<file path="src/rtl/cpu_seq_pkg.sv">
// cpu_seq_pkg: opcodes, ALU selects and sequencer state encoding
package cpu_seq_pkg;
   localparam logic [3:0] OP_LDI  = 4'h0;
   localparam logic [3:0] OP_MOV  = 4'h1;
   localparam logic [3:0] OP_ADD  = 4'h2;
   localparam logic [3:0] OP_SUB  = 4'h3;
   localparam logic [3:0] OP_AND  = 4'h4;
   localparam logic [3:0] OP_OR   = 4'h5;
   localparam logic [3:0] OP_LD   = 4'h6;
   localparam logic [3:0] OP_ST   = 4'h7;
   localparam logic [3:0] OP_JMP  = 4'h8;
   localparam logic [3:0] OP_BZ   = 4'h9;
   localparam logic [3:0] OP_HALT = 4'hF;
   localparam logic [2:0] ALU_FWD = 3'b000;
   localparam logic [2:0] ALU_ADD = 3'b001;
   localparam logic [2:0] ALU_AND = 3'b010;
   localparam logic [2:0] ALU_OR  = 3'b011;
   typedef enum logic [2:0] {S_FETCH, S_FETCH2, S_EXEC, S_MEM, S_WB, S_HALT} state_t;
endpackage

</file>
<file path="src/rtl/cpu_seq_decode.sv">
// cpu_seq_decode: combinational opcode decode into ALU controls and instruction class
module cpu_seq_decode
   import cpu_seq_pkg::*;
(
   input  logic [3:0] op_i,
   output logic [2:0] alu_op_o,
   output logic       is_add_o,
   output logic       is_imm_o,
   output logic       two_byte_o,
   output logic       is_mem_o,
   output logic       is_jump_o
);
   assign alu_op_o   = (op_i == OP_ADD || op_i == OP_SUB) ? ALU_ADD :
                       op_i == OP_AND ? ALU_AND :
                       op_i == OP_OR  ? ALU_OR  : ALU_FWD;
   assign is_add_o   = op_i != OP_SUB;
   assign is_imm_o   = op_i == OP_LDI;
   assign is_jump_o  = op_i == OP_JMP || op_i == OP_BZ;
   assign two_byte_o = op_i == OP_LDI || is_jump_o;
   assign is_mem_o   = op_i == OP_LD || op_i == OP_ST;
endmodule

</file>
<file path="src/rtl/cpu_seq_ctrl.sv">
// cpu_seq_ctrl: multi-cycle fetch/decode/execute sequencer with registered datapath controls
module cpu_seq_ctrl
   import cpu_seq_pkg::*;
#(
   parameter logic [7:0] RESET_PC    = 8'h00,
   parameter int         PC_STEP     = 1,
   parameter int         MEM_TIMEOUT = 15
)(
   input  logic       CLK,
   input  logic       RESET,
   input  logic [7:0] instr,
   input  logic       instr_valid,
   output logic       instr_ready,
   input  logic       alu_zero,
   input  logic       mem_ready,
   output logic [7:0] pc,
   output logic [1:0] rf_dst,
   output logic [1:0] rf_src1,
   output logic [1:0] rf_src2,
   output logic       rf_we,
   output logic [2:0] alu_op,
   output logic       is_add,
   output logic       is_imm,
   output logic [7:0] imm,
   output logic       ram_cs,
   output logic       ram_we,
   output logic       ram_rd,
   output logic       halted,
   output logic       mem_err
);
   state_t     st_q, st_d;
   logic [7:0] ir_q, ir_d, pc_d, imm_d;
   logic [3:0] cnt_q, cnt_d;
   logic       z_q, z_d, err_d;
   logic [2:0] dec_alu_op;
   logic       dec_add, dec_imm, dec_two, dec_mem, dec_jump;
   logic [3:0] op_d;
   assign ir_d = (st_q == S_FETCH && instr_valid) ? instr : ir_q;
   assign op_d = ir_d[7:4];
   cpu_seq_decode u_dec (
      .op_i      (op_d),
      .alu_op_o  (dec_alu_op),
      .is_add_o  (dec_add),
      .is_imm_o  (dec_imm),
      .two_byte_o(dec_two),
      .is_mem_o  (dec_mem),
      .is_jump_o (dec_jump)
   );
   // next state, program counter, zero flag and memory wait counter
   always_comb begin
      st_d  = st_q;
      pc_d  = pc;
      imm_d = imm;
      z_d   = z_q;
      err_d = mem_err;
      cnt_d = '0;
      case (st_q)
         S_FETCH: if (instr_valid) begin
            pc_d = pc + 8'(PC_STEP);
            st_d = dec_two ? S_FETCH2 : dec_mem ? S_MEM : op_d == OP_HALT ? S_HALT :
                   op_d inside {[OP_MOV:OP_OR]} ? S_EXEC : S_FETCH;
         end
         S_FETCH2: if (instr_valid) begin
            imm_d = instr;
            pc_d  = (dec_jump && (op_d == OP_JMP || z_q)) ? instr : pc + 8'(PC_STEP);
            st_d  = dec_jump ? S_FETCH : S_EXEC;
         end
         S_EXEC: begin
            z_d  = op_d inside {[OP_ADD:OP_OR]} ? alu_zero : z_q;
            st_d = S_FETCH;
         end
         S_MEM: begin
            if (mem_ready) st_d = op_d == OP_LD ? S_WB : S_FETCH;
            else if (cnt_q == 4'(MEM_TIMEOUT - 1)) begin
               st_d  = S_HALT;
               err_d = 1'b1;
            end else cnt_d = cnt_q + 4'd1;
         end
         S_WB: st_d = S_FETCH;
         default: ;
      endcase
   end
   // state and outputs registered from the state being entered
   always_ff @(posedge CLK or posedge RESET)
      if (RESET) begin
         st_q        <= S_FETCH;
         ir_q        <= '0;
         pc          <= RESET_PC;
         imm         <= '0;
         z_q         <= 1'b0;
         mem_err     <= 1'b0;
         cnt_q       <= '0;
         instr_ready <= 1'b1;
         rf_we       <= 1'b0;
         rf_dst      <= '0;
         rf_src1     <= '0;
         rf_src2     <= '0;
         alu_op      <= ALU_FWD;
         is_add      <= 1'b0;
         is_imm      <= 1'b0;
         ram_cs      <= 1'b0;
         ram_rd      <= 1'b0;
         ram_we      <= 1'b0;
         halted      <= 1'b0;
      end else begin
         st_q        <= st_d;
         ir_q        <= ir_d;
         pc          <= pc_d;
         imm         <= imm_d;
         z_q         <= z_d;
         mem_err     <= err_d;
         cnt_q       <= cnt_d;
         instr_ready <= st_d == S_FETCH || st_d == S_FETCH2;
         rf_we       <= st_d == S_EXEC || st_d == S_WB;
         rf_dst      <= (st_d == S_EXEC || st_d == S_WB) ? ir_d[3:2] : 2'd0;
         rf_src1     <= st_d == S_EXEC ? ir_d[3:2] :
                        st_d == S_MEM ? (op_d == OP_LD ? ir_d[1:0] : ir_d[3:2]) : 2'd0;
         rf_src2     <= (st_d == S_EXEC || st_d == S_MEM) ? ir_d[1:0] : 2'd0;
         alu_op      <= st_d == S_EXEC ? dec_alu_op : ALU_FWD;
         is_add      <= st_d == S_EXEC && dec_add;
         is_imm      <= st_d == S_EXEC && dec_imm;
         ram_cs      <= st_d == S_MEM;
         ram_rd      <= st_d == S_MEM && op_d == OP_LD;
         ram_we      <= st_d == S_MEM && op_d == OP_ST;
         halted      <= st_d == S_HALT;
      end
endmodule

</file>
<file path="config.mk">
export PLATFORM = sky130hd
export DESIGN_NAME = cpu_seq_ctrl
export DESIGN_NICKNAME = d
export VERILOG_FILES = /design/src/rtl/cpu_seq_pkg.sv /design/src/rtl/cpu_seq_decode.sv /design/src/rtl/cpu_seq_ctrl.sv
export SDC_FILE = /design/constraint.sdc
export NUM_CORES = 1
export LEC_CHECK = 0
export CAP_MARGIN = 20
export CORE_MARGIN = 2
export CORE_UTILIZATION = 39
export CTS_BUF_LIST = sky130_fd_sc_hd__clkbuf_8
export DETAILED_ROUTE_END_ITERATION = 6
export HOLD_SLACK_MARGIN = 0.15
export PLACE_DENSITY_LB_ADDON = 0.08
export SLEW_MARGIN = 20
export SYNTH_ARGS = -nofsm -noshare
export SYNTH_HDL_FRONTEND = slang
export SYNTH_SLANG_ARGS = --single-unit
</file>
<file path="constraint.sdc">
create_clock -name CLK -period 1.8 [get_ports CLK]
set_input_delay 0.36 -clock CLK [delete_from_list [all_inputs] [get_ports CLK]]
set_output_delay 0.36 -clock CLK [all_outputs]
set_load 0.01 [all_outputs]
</file>
## After elaboration in Yosys (flattened, before gate mapping)

Index checks and enable logic that the tools add are counted.

| storage, ports and cells | value |
|---|---|
| bits in registers | 50 |
| bits of input ports | 13 |
| output and inout bits | 34 |
| logic and storage cells | 100 |

| operators by class | value |
|---|---|
| $add $sub $neg | 2 |
| magnitude comparators | 3 |
| equality and inequality tests | 22 |
| multiplexer cells | 28 |
| bitwise operators | 1 |
| reductions and logical operators | 25 |

Operator list:

| kind | number |
|---|---|
| two-way mux 3 bit | 11 |
| two-way mux 8 bit | 4 |
| == test 4 x 3 -> 1 bit (second input constant) | 4 |
| == test 4 bit (second input constant) | 4 |
| two-way mux 2 bit | 8 |
| case mux 8 bit (2 select lines) | 1 |
| == test 3 x 2 -> 1 bit (second input constant) | 4 |
| two-way mux 4 bit | 3 |
| case mux 3 bit (4 select lines) | 1 |
| == test 3 bit (second input constant) | 3 |
| adder 8 x 1 -> 8 bit (second input constant) | 1 |
| == test 4 x 2 -> 1 bit (second input constant) | 2 |
| logical AND 1 bit | 8 |
| logical OR 1 bit | 8 |
| == test 3 x 1 -> 1 bit (second input constant) | 2 |
| logical NOT 3 bit | 2 |
| AND reduction 3 bit | 2 |
| adder 4 x 1 -> 4 bit (second input constant) | 1 |
| greater-or-equal comparator 4 x 1 -> 1 bit (second input constant) | 1 |
| greater-or-equal comparator 4 x 2 -> 1 bit (second input constant) | 1 |
| less-or-equal comparator 4 x 3 -> 1 bit (second input constant) | 1 |
| logical NOT 4 bit | 1 |
| != test 2 bit (second input constant) | 2 |
| != test 4 x 2 -> 1 bit (second input constant) | 1 |
| other kinds (4) | 5 |

## Depth between registers and ports, before layout

Gate-level depths: netlist of the first run.

| depth | value |
|---|---|
| word-level depth | 14 |
| depth in mapped cells | 7 |
| depth with buffers taken out | 6 |

## Hierarchy

Synthesis of the first run repeated with hierarchy kept, for this count alone.

| second synthesis, totals | value |
|---|---|
| cells, all modules | 222 |
| area, all modules | 2428.6 sq um |

By module, submodules not included:

| module | instances | cells an instance | area an instance (sq um) | sequential area each (sq um) |
|---|---|---|---|---|
| cpu_seq_ctrl | 1 | 210 | 2348.5 | 1252.5 |
| cpu_seq_decode | 1 | 12 | 80.1 | 0.0 |

## Least setup slack after synthesis of the first run

No wires, ideal clock.

| timing path | value |
|---|---|
| kind | reg-to-reg |
| start | register st_q[0] |
| end | register rf_src1[0] |
| library setup time | 120 ps |
| data arrival time | 1780 ps |
| required time | 1680 ps |
| path slack | -100 ps |
| cell stages (with the launch flop) | 7 |
| buffers on the path | 2 |
| clock period less this slack | 1900 ps |
| cells stage by stage | dfrtp_1 > buf_2 > or4b_4 > buf_6 > mux2_4 > nor3_2 > nor3_1 |

| on the way | value |
|---|---|
| elaborated cells between the ends (all ways) | 36 |
| classes of those cells | order compare (2); eq/ne (11); mux (15); reduce/logical (8) |

RTL lines:

| item | RTL line | RTL |
|---|---|---|
| from (decl) | cpu_seq_ctrl.sv:31 | `state_t st_q, st_d;` |
| from (signal assigned) | cpu_seq_ctrl.sv:106 | `st_q <= st_d;` |
| logical NOT 3 bit * | cpu_seq_ctrl.sv:38 | `assign ir_d = (st_q == S_FETCH && instr_valid) ? instr : ir_q;` |
| logical AND 1 bit * | cpu_seq_ctrl.sv:38 |  |
| two-way mux 8 bit * | cpu_seq_ctrl.sv:38 |  |
| net ir_d[2] | cpu_seq_ctrl.sv:32 | `logic [7:0] ir_q, ir_d, pc_d, imm_d;` |
| two-way mux 2 bit (2 in series) | cpu_seq_ctrl.sv:117 | `st_d == S_MEM ? (op_d == OP_LD ? ir_d[1:0] : ir_d[3:2]) : 2'd0;` |
| two-way mux 2 bit * | cpu_seq_ctrl.sv:116 | `rf_src1 <= st_d == S_EXEC ? ir_d[3:2] :` |
| to (signal assigned) | cpu_seq_ctrl.sv:116 |  |
| to (decl) | cpu_seq_ctrl.sv:18 | `output logic [1:0] rf_src1,` |

Mark *: on every way through the listed nets, which the timed path passes. The rest lies on a longest branch.
A chain may end at the register's enable or synchronous reset.

## Final worst setup path of the first run

| timing path | value |
|---|---|
| start | register st_q[0] |
| end | register pc[2] |

| on the way | value |
|---|---|
| word-level cells in the longest chain between the ends | 9 |
| elaborated cells between the ends (all ways) | 16 |
| classes of those cells | eq/ne (5); mux (4); reduce/logical (7) |

Ends and longest elaborated chain:

| item | RTL line | RTL |
|---|---|---|
| logical NOT 3 bit | cpu_seq_ctrl.sv:38, cpu_seq_ctrl.sv:57 |  |
| logical AND 1 bit | cpu_seq_ctrl.sv:38 |  |
| two-way mux 8 bit | cpu_seq_ctrl.sv:38 |  |
| == test 4 bit, on equally long branches | cpu_seq_decode.sv:18, cpu_seq_ctrl.sv:65 |  |
| logical OR 1 bit, on equally long branches | cpu_seq_decode.sv:18, cpu_seq_ctrl.sv:65 |  |
| logical AND 1 bit | cpu_seq_ctrl.sv:65 | `pc_d = (dec_jump && (op_d == OP_JMP \|\| z_q)) ? instr : pc + 8'(PC_STEP);` |
| two-way mux 8 bit | cpu_seq_ctrl.sv:65 |  |
| two-way mux 8 bit | cpu_seq_ctrl.sv:63 | `S_FETCH2: if (instr_valid) begin` |
| case mux 8 bit (2 select lines) | cpu_seq_ctrl.sv:57 | `case (st_q)` |
| to (signal assigned) | cpu_seq_ctrl.sv:108 | `pc <= pc_d;` |
| to (decl) | cpu_seq_ctrl.sv:16 | `output logic [7:0] pc,` |

Parallel ways exist; a longest one is shown, timed or not. The select of a mux whose other input is x is not followed.

==> results of run 1 <==
metal layers:
metal  wire length (microns)  track usage (%)
met1                    2890             24.2
met2                    3050             29.5
met3                     235             3.79
met4                      85             5.05
met5                       0                0
final timing paths:
check / end / cells past startpoint
worst max register to register: pc[2]$_DFFE_PP0P_ / 6
worst min register to register: mem_err$_DFFE_PP0P_ / 1
min in group CLK: imm[5]$_DFFE_PP0P_ / 3
worst min-delay path: rf_src1[1]$_DFF_PP0_ / 3
worst max-delay path: pc[2]$_DFFE_PP0P_ / 6
max in group asynchronous: instr_ready$_DFF_PP1_ / 3
sequential cells by signal, summed over array words and instances, names as in the netlist, 2 cells and up:
signal   count
ir_q         8
st_q         3
alu_op       2
pc           8
imm          8
rf_src2      2
rf_dst       2
cnt_q        4
rf_src1      2
report_power, final:
part           internal, W  leakage [nW]  total, W  switching (W)
logic             0.000109          1.01  0.000222       0.000113
clock network     0.000273        0.0364  0.000658       0.000385
registers          0.00111         0.631   0.00112     0.00000892
total              0.00150          1.68   0.00200       0.000507
timing repair:
| action | in CTS | in global routing |
|---|---|---|
| setup endpoints to repair | 24 | 21 |
| gates resized for setup | 31 | 23 |
| buffers inserted | 3 | 5 |
| pin swaps | 8 | 10 |
| cloned | 2 | 0 |
cells by family after synthesis:
group / Yosys count / share of synthesized area (%)
buffers and inverters: 22 / 4.41
other: 1 / 0.147
AOI/OAI and AO/OA: 39 / 10.4
xor gates and xnor gates: 3 / 1.03
and+or+nand+nor: 101 / 25.3
muxes: 20 / 9.07
adders and majority gates: 3 / 1.47
DFF: 49 / 48.1
metrics by stage:
| step | total power (W) | setup TNS (ps) | hold WS (ps) | std cells |
|---|---|---|---|---|
| 6_report | 0.00200 | -160 | 411 | 410 |
| 5_1_grt | 0.00209 | -918 | 432 | 410 |
| 4_1_cts | 0.00202 | -183 | 422 | 405 |
| 3_5_place_dp | 0.00134 | -15180 | 460 | 392 |
| 3_3_place_gp | 0.00134 | -14310 | 457 | 392 |
| 2_1_floorplan | 0.00124 | -356 | 454 | 238 |
critical path: stages, from the launching register on:
cell,delay (ps)
sky130_fd_sc_hd__dfrtp_1,410
sky130_fd_sc_hd__buf_6,130
sky130_fd_sc_hd__nor4b_4,300
sky130_fd_sc_hd__buf_4,210
sky130_fd_sc_hd__mux2_4,340
sky130_fd_sc_hd__o311ai_2,220
sky130_fd_sc_hd__o311a_1,190
cells in the final DEF (no fill, tap or decap), drive strengths merged, types with 3 or more instances in the layout:
master / instances
a21oi: 7
and2: 4
buf: 56
clkbuf: 5
clkdlybuf4s50: 41
clkinvlp: 3
dfrtp: 48
ha: 3
inv: 7
mux2: 17
mux2i: 4
nand2: 24
nand2b: 4
nand3: 6
nand3b: 5
nor2: 12
nor2b: 8
nor3: 11
nor3b: 4
nor4: 4
nor4b: 3
o211ai: 5
o21ai: 7
o22ai: 4
area by class of cell:
cell class	count	area, sq um	area share [%]
Clock buffer	5	68.8	1.81
Clock inverter	3	22.5	0.593
Inverter	7	26.3	0.692
Multi-Input combinational cell	168	1440	37.9
Sequential cell	49	1230	32.4
Tap cell	77	96.3	2.54
Timing Repair Buffer	101	913	24.1
==> PnR_summary.wiki, run 1 <==
{| class="wikitable"
! Metric !! Value
|-
| Outcome || finished with violations
|-
| Failing checks || negative setup slack
|-
| Static leakage || roughly 1.7 nW
|-
| Overall routing resource usage || between 10% and 20%
|-
| Estimated wirelength of the detail-placed design || ~4.3 mm
|-
| Gate Count Post-Synth || around 240
|-
| Antenna Violating Nets Remaining || 0
|-
| CTS Hold Bufs || 0
|-
| Clock tree from TritonCTS || built
|-
| Fraction of final layout cells with drive strength greater than 1 || a little under two fifths
|-
| Fill count || slightly above 500
|-
| Count of boundary I/O pins || 47
|-
| Post-Place Worst Slack || -553 ps
|-
| Count of port buffers added during placement || 45
|-
| Die span in y || about 85 microns
|-
| Biggest area contributors in the synthesized netlist || sky130_fd_sc_hd__dfrtp_1, sky130_fd_sc_hd__mux2_2, sky130_fd_sc_hd__nand2_1
|-
| Most frequent cell after synthesis || sky130_fd_sc_hd__dfrtp_1
|-
| Clock slew at reported path FFs || roughly 100 ps
|-
| End-of-flow core utilization || around 60%
|-
| Synth Flop Type || sky130_fd_sc_hd__dfrtp_1
|-
| Maximum buffer depth of the clock tree || 2
|-
| Final RePlAce weighted congestion || slightly below 0.9
|-
| Number of antenna violations at the first check in global routing || 0
|-
| Clock tree sinks || just under 50
|-
| Net count, final || roughly 350
|-
| Wire length of the first global-routing pass || approximately 10 mm
|-
| Core area || between 6000 and 7000 sq um
|-
| Wire length per cell || around 15 microns
|-
| H-Tree Level Count || 2
|-
| Final wirelength || roughly 6.3 mm
|-
| Clk_lat worst skew || ~310 ps
|-
| Worst setup SP type || register
|-
| Number of cell rows || 29
|-
| Maximum clock rate || around 540 MHz
|-
| Power per standard cell area || 527 nW/um^2
|-
| Count of synthesis-stage warnings from yosys || 0
|-
| Critical path arrival || around 2100 ps
|-
| Final worst-path cycle share || 103%
|-
| Mapped cell area || roughly 2600 sq um
|-
| Crit. End Element || register
|-
| Number of enable-type register cells in the synthesized netlist || 0
|-
| Number of hold violations in the final report || 0
|-
| Cell area after layout || ~3800 sq um
|-
| Worst setup path class || reg2reg
|-
| Worst R2R Start || st_q[0]$_DFF_PP0_
|-
| Post-route worst setup slack || -62.0 ps
|-
| Class of the most critical hold timing path || in2async
|-
| Unrepaired setup endpoints after global routing || yes
|-
| TritonCTS buffer count || 5
|-
| Total Die Area || 7200 sq um
|-
| Maximum number of pins on one net before global-route repair || 50
|-
| Most used standard cells in the synthesized netlist || sky130_fd_sc_hd__dfrtp_1, sky130_fd_sc_hd__nand2_1, sky130_fd_sc_hd__mux2_2, sky130_fd_sc_hd__nor2_1
|-
| Placed inst area || approximately 3400 sq um
|-
| Number of global-route vias before repair || around 2100
|-
| Area share of the leading cell type in the synthesized netlist || between 40% and 50%
|-
| Minimum clock period after layout || 1860 ps
|-
| DRC violations left || 0
|-
| Setup Skew || 11.3 ps
|-
| Synth area leader || sky130_fd_sc_hd__dfrtp_1
|-
| Number of failing setup endpoints in the final timing report || 7
|-
| Seq/Total Area, Yosys || slightly below 50%
|-
| Worst setup path startpoint || st_q[0]$_DFF_PP0_
|-
| Post-synthesis register bit count || 49
|-
| Post-synthesis cell type count || 59
|-
| Diodes inserted || 0
|-
| Congestion Overflow GR || 0
|-
| Async S/R FF share, synth || 100%
|-
| Total of max-cap violations || 0
|-
| Synthesis-to-finish area growth || 48.8%
|-
| Required arrival time at the worst endpoint || 2050 ps
|-
| Critical path peak fanout || 5
|-
| Mean cell area of the mapped netlist || about 11 sq um
|-
| Number of pins with negative max-slew slack in the final report || 0
|-
| Nets in the synthesized netlist || about 250
|-
| Router iterations before antenna repair || 4
|-
| Via density per instance || around 5.3
|-
| Starting Density || between 40% and 50%
|-
| Clock Tree Root || sky130_fd_sc_hd__clkbuf_8
|-
| R2r setup slk || -60 ps
|-
| Peak supply drop || around 0.33 mV
|-
| Overall die width || between 80 and 90 microns
|-
| Iter 0 DRT Violations || between 70 and 80
|-
| Overall via count from detail_route || about 2200
|}
Note: power is estimated with default switching activity, not from simulation.
==> run 2: changes to the inputs <==
Settings changed: PLACE_DENSITY set to 0.64, PLACE_DENSITY_LB_ADDON 0.08 to unset, SLEW_MARGIN 20 to unset.
Clock period 1.8 ns to 1.65 ns, I/O delays scaled along.
==> run 2 against run 1 <==
  * The run still ends with negative setup slack left
  * Maximum frequency is 0.49% lower
  * Cell count is 0.98% higher
  * First-iteration DRC count is 2.6% higher
  * Critical path type unchanged
  * Highest routed layer unchanged
==> PnR_summary.wiki, run 2 (synthesis gave the netlist of run 1 again) <==
{| class="wikitable"
! Metric !! Value
|-
| Maximum clock rate || 534 MHz (-0.49%)
|-
| Required arrival time at the worst endpoint || 1860 ps (-190 ps)
|-
| Fraction of final layout cells with drive strength greater than 1 || 40.9% (+3.1 points)
|-
| Power per standard cell area || 603 nW/um^2 (+14%)
|-
| Clk_lat worst skew || 300 ps (about the same)
|-
| CTS Hold Bufs || 0 (unchanged)
|-
| Post-route worst setup slack || -221 ps (-159 ps)
|-
| Class of the most critical hold timing path || in2async
|-
| Via density per instance || 5.22 (-0.74%)
|-
| Router iterations before antenna repair || 4 (unchanged)
|-
| Overall routing resource usage || 18.7% (+0.70 points)
|-
| Die span in y || 84.9 microns (unchanged)
|-
| Worst setup SP type || register
|-
| Worst R2R Start || st_q[0]$_DFF_PP0_
|-
| Overall via count from detail_route || 2163 (+0.23%)
|-
| Maximum number of pins on one net before global-route repair || 50 (unchanged)
|-
| Core area || 6350 sq um (unchanged)
|-
| Congestion Overflow GR || 0 (unchanged)
|-
| Number of hold violations in the final report || 0 (unchanged)
|-
| Setup Skew || 5.99 ps (-5.36 ps)
|-
| TritonCTS buffer count || 5 (unchanged)
|-
| Final wirelength || 6.42 mm (+2.6%)
|-
| Clock Tree Root || sky130_fd_sc_hd__clkbuf_8
|-
| Clock tree sinks || 49 (unchanged)
|-
| Number of global-route vias before repair || 2154 (+3.4%)
|-
| Count of boundary I/O pins || 47 (unchanged)
|-
| Antenna Violating Nets Remaining || 0 (unchanged)
|-
| Wire length of the first global-routing pass || 10.8 mm (+4.8%)
|-
| End of the worst register-to-register path || ram_we$_DFF_PP0_
|-
| Total Die Area || 7200 sq um (unchanged)
|-
| Final worst-path cycle share || 113% (+10 points)
|-
| Crit path max-delay family || simple AND/OR/NAND/NOR gates
|-
| Count of port buffers added during placement || 45 (unchanged)
|-
| Diodes inserted || 0 (unchanged)
|-
| Iter 0 DRT Violations || 78 (+2.6%)
|-
| Critical path peak fanout || 5 (unchanged)
|-
| Starting Density || 40.2% (unchanged)
|-
| Final RePlAce weighted congestion || 0.837 (-3.2%)
|-
| Critical path arrival || 2080 ps (-30 ps)
|-
| Peak supply drop || 0.362 mV (+8.4%)
|-
| Number of antenna violations at the first check in global routing || 0 (unchanged)
|-
| Synthesis-to-finish area growth || 50.6%
|-
| Count of cells along the worst register-to-register path || 5 (-1)
|-
| Outcome || finished with violations
|-
| Worst setup path class || reg2reg
|-
| DRC violations left || 0 (unchanged)
|-
| Most common library cell in the layout ignoring fill and taps || sky130_fd_sc_hd__buf_4
|-
| Clock tree from TritonCTS || built
|-
| Total of max-cap violations || 0 (unchanged)
|-
| Minimum clock period after layout || 1870 ps (+9.23 ps)
|-
| Transition time at the pin with the least slew margin || 579 ps
|-
| Unrepaired setup endpoints after global routing || yes
|-
| Overall Power || 0.00232 W (+16%)
|-
| R2r setup slk || -220 ps (-160 ps)
|-
| Critical path's slowest cell || sky130_fd_sc_hd__or4b_4
|-
| Static leakage || 1.68 nW (+0.26%)
|-
| Clock slew at reported path FFs || 90 ps (about the same)
|-
| Net count, final || 352 (+1.1%)
|-
| Crit path cell chain || or4b_4 -> buf_4 -> o21ai_4 -> buf_4 -> nor3b_1
|-
| Overall die width || 84.9 microns (unchanged)
|-
| Crit. End Element || register
|-
| Estimated wirelength of the detail-placed design || 4.64 mm (+7.4%)
|-
| End-of-flow core utilization || 60.5% (+0.73 points)
|-
| Wire length per cell || 15.5 microns (+1.6%)
|-
| Number of cell rows || 29 (unchanged)
|-
| H-Tree Level Count || 2 (unchanged)
|-
| Top flop regs || imm: 8 flops, ir_q: 8 flops, pc: 8 flops
|-
| Relative max-transition margin || 61.3%
|-
| Leading cell types in the layout, fill and taps excluded || sky130_fd_sc_hd__buf_4, sky130_fd_sc_hd__dfrtp_1, sky130_fd_sc_hd__clkdlybuf4s50_1
|-
| Number of failing setup endpoints in the final timing report || 35 (+28)
|-
| Failing checks || negative setup slack
|-
| Most common cell type on the critical path || sky130_fd_sc_hd__buf_4
|-
| Largest stage delay on the critical path || 600 ps (+190 ps)
|-
| Buffers plus inverters on the worst setup path || 2 (unchanged)
|-
| Maximum buffer depth of the clock tree || 2 (unchanged)
|-
| Number of pins with negative max-slew slack in the final report || 0 (unchanged)
|}
run 2: cell types whose count changed in the layout (fill, tap and decap cells not counted), moves of 3 or more:
| cell | delta |
|---|---|
| sky130_fd_sc_hd__buf_4 | +5 |
| sky130_fd_sc_hd__dfrtp_2 | +3 |
| sky130_fd_sc_hd__clkinvlp_4 | -3 |
| sky130_fd_sc_hd__dfrtp_1 | -3 |
| sky130_fd_sc_hd__dlygate4sd2_1 | +3 |
run 2: worst max-delay path by stage:
stage	from	end	slack, ps	depth (start not counted)
after floorplan	st_q[1]$_DFF_PP0_	is_imm$_DFF_PP0_	-210	6
after global placement	instr_valid	rf_dst[1]$_DFF_PP0_	-670	6
after detailed placement	instr_valid	rf_dst[0]$_DFF_PP0_	-690	6
after CTS	st_q[1]$_DFF_PP0_	alu_op[0]$_DFF_PP0_	-210	4
after global routing	cnt_q[0]$_DFF_PP0_	rf_src2[1]$_DFF_PP0_	-300	7
final	st_q[0]$_DFF_PP0_	ram_we$_DFF_PP0_	-220	5
run 2: through the flow:
step                      area, sq um  TNS (ps)  std cells  setup slack [ps]  hold slack, ps
final                            3840     -3860        414              -221             392
after global routing             3840     -6560        414              -296             434
after CTS                        3750     -3880        411              -211             402
after detailed placement         3420    -20360        393              -691             466
after global placement           3420    -18930        393              -673             453
after floorplan                  2610     -2880        238              -211             454
run 2: power by group:
group	internal [W]	leakage, nW	switching, W
clock network	0.000445	0.0593	0.000404
logic	0.000119	0.995	0.000125
registers	0.00121	0.629	0.00000934
total	0.00178	1.68	0.000539
run 2: area by class of cell:
| class | count | area (sq um) |
|---|---|---|
| clock buffer | 5 | 68.8 |
| clock inverter | 3 | 38.8 |
| fill | 527 | 2510 |
| inverter | 7 | 26.3 |
| multi-input combinational | 167 | 1430 |
| sequential | 49 | 1230 |
| tap | 77 | 96.3 |
| timing repair buffer | 106 | 952 |
run 2: repair_timing:
item,4_1_cts,5_1_grt
cloned,0,0
endpoints found under the setup margin,37,39
resized for setup,39,15
pin swaps,7,11
buffers inserted,10,3
run 2: routing by layer:
metal / vias up / wire length [microns] / track usage [%]
met5: - / 0 / 0
met4: 0 / 27 / 5.19
met3: 2 / 144 / 1.85
met2: 43 / 3340 / 31.4
met1: 1063 / 2910 / 25.8
li1: 1055 / - / -
run 2: tightest hold or removal path: stages:
cell,delay (ps)
sky130_fd_sc_hd__clkdlybuf4s50_1,420
sky130_fd_sc_hd__inv_2,70
sky130_fd_sc_hd__buf_12,250
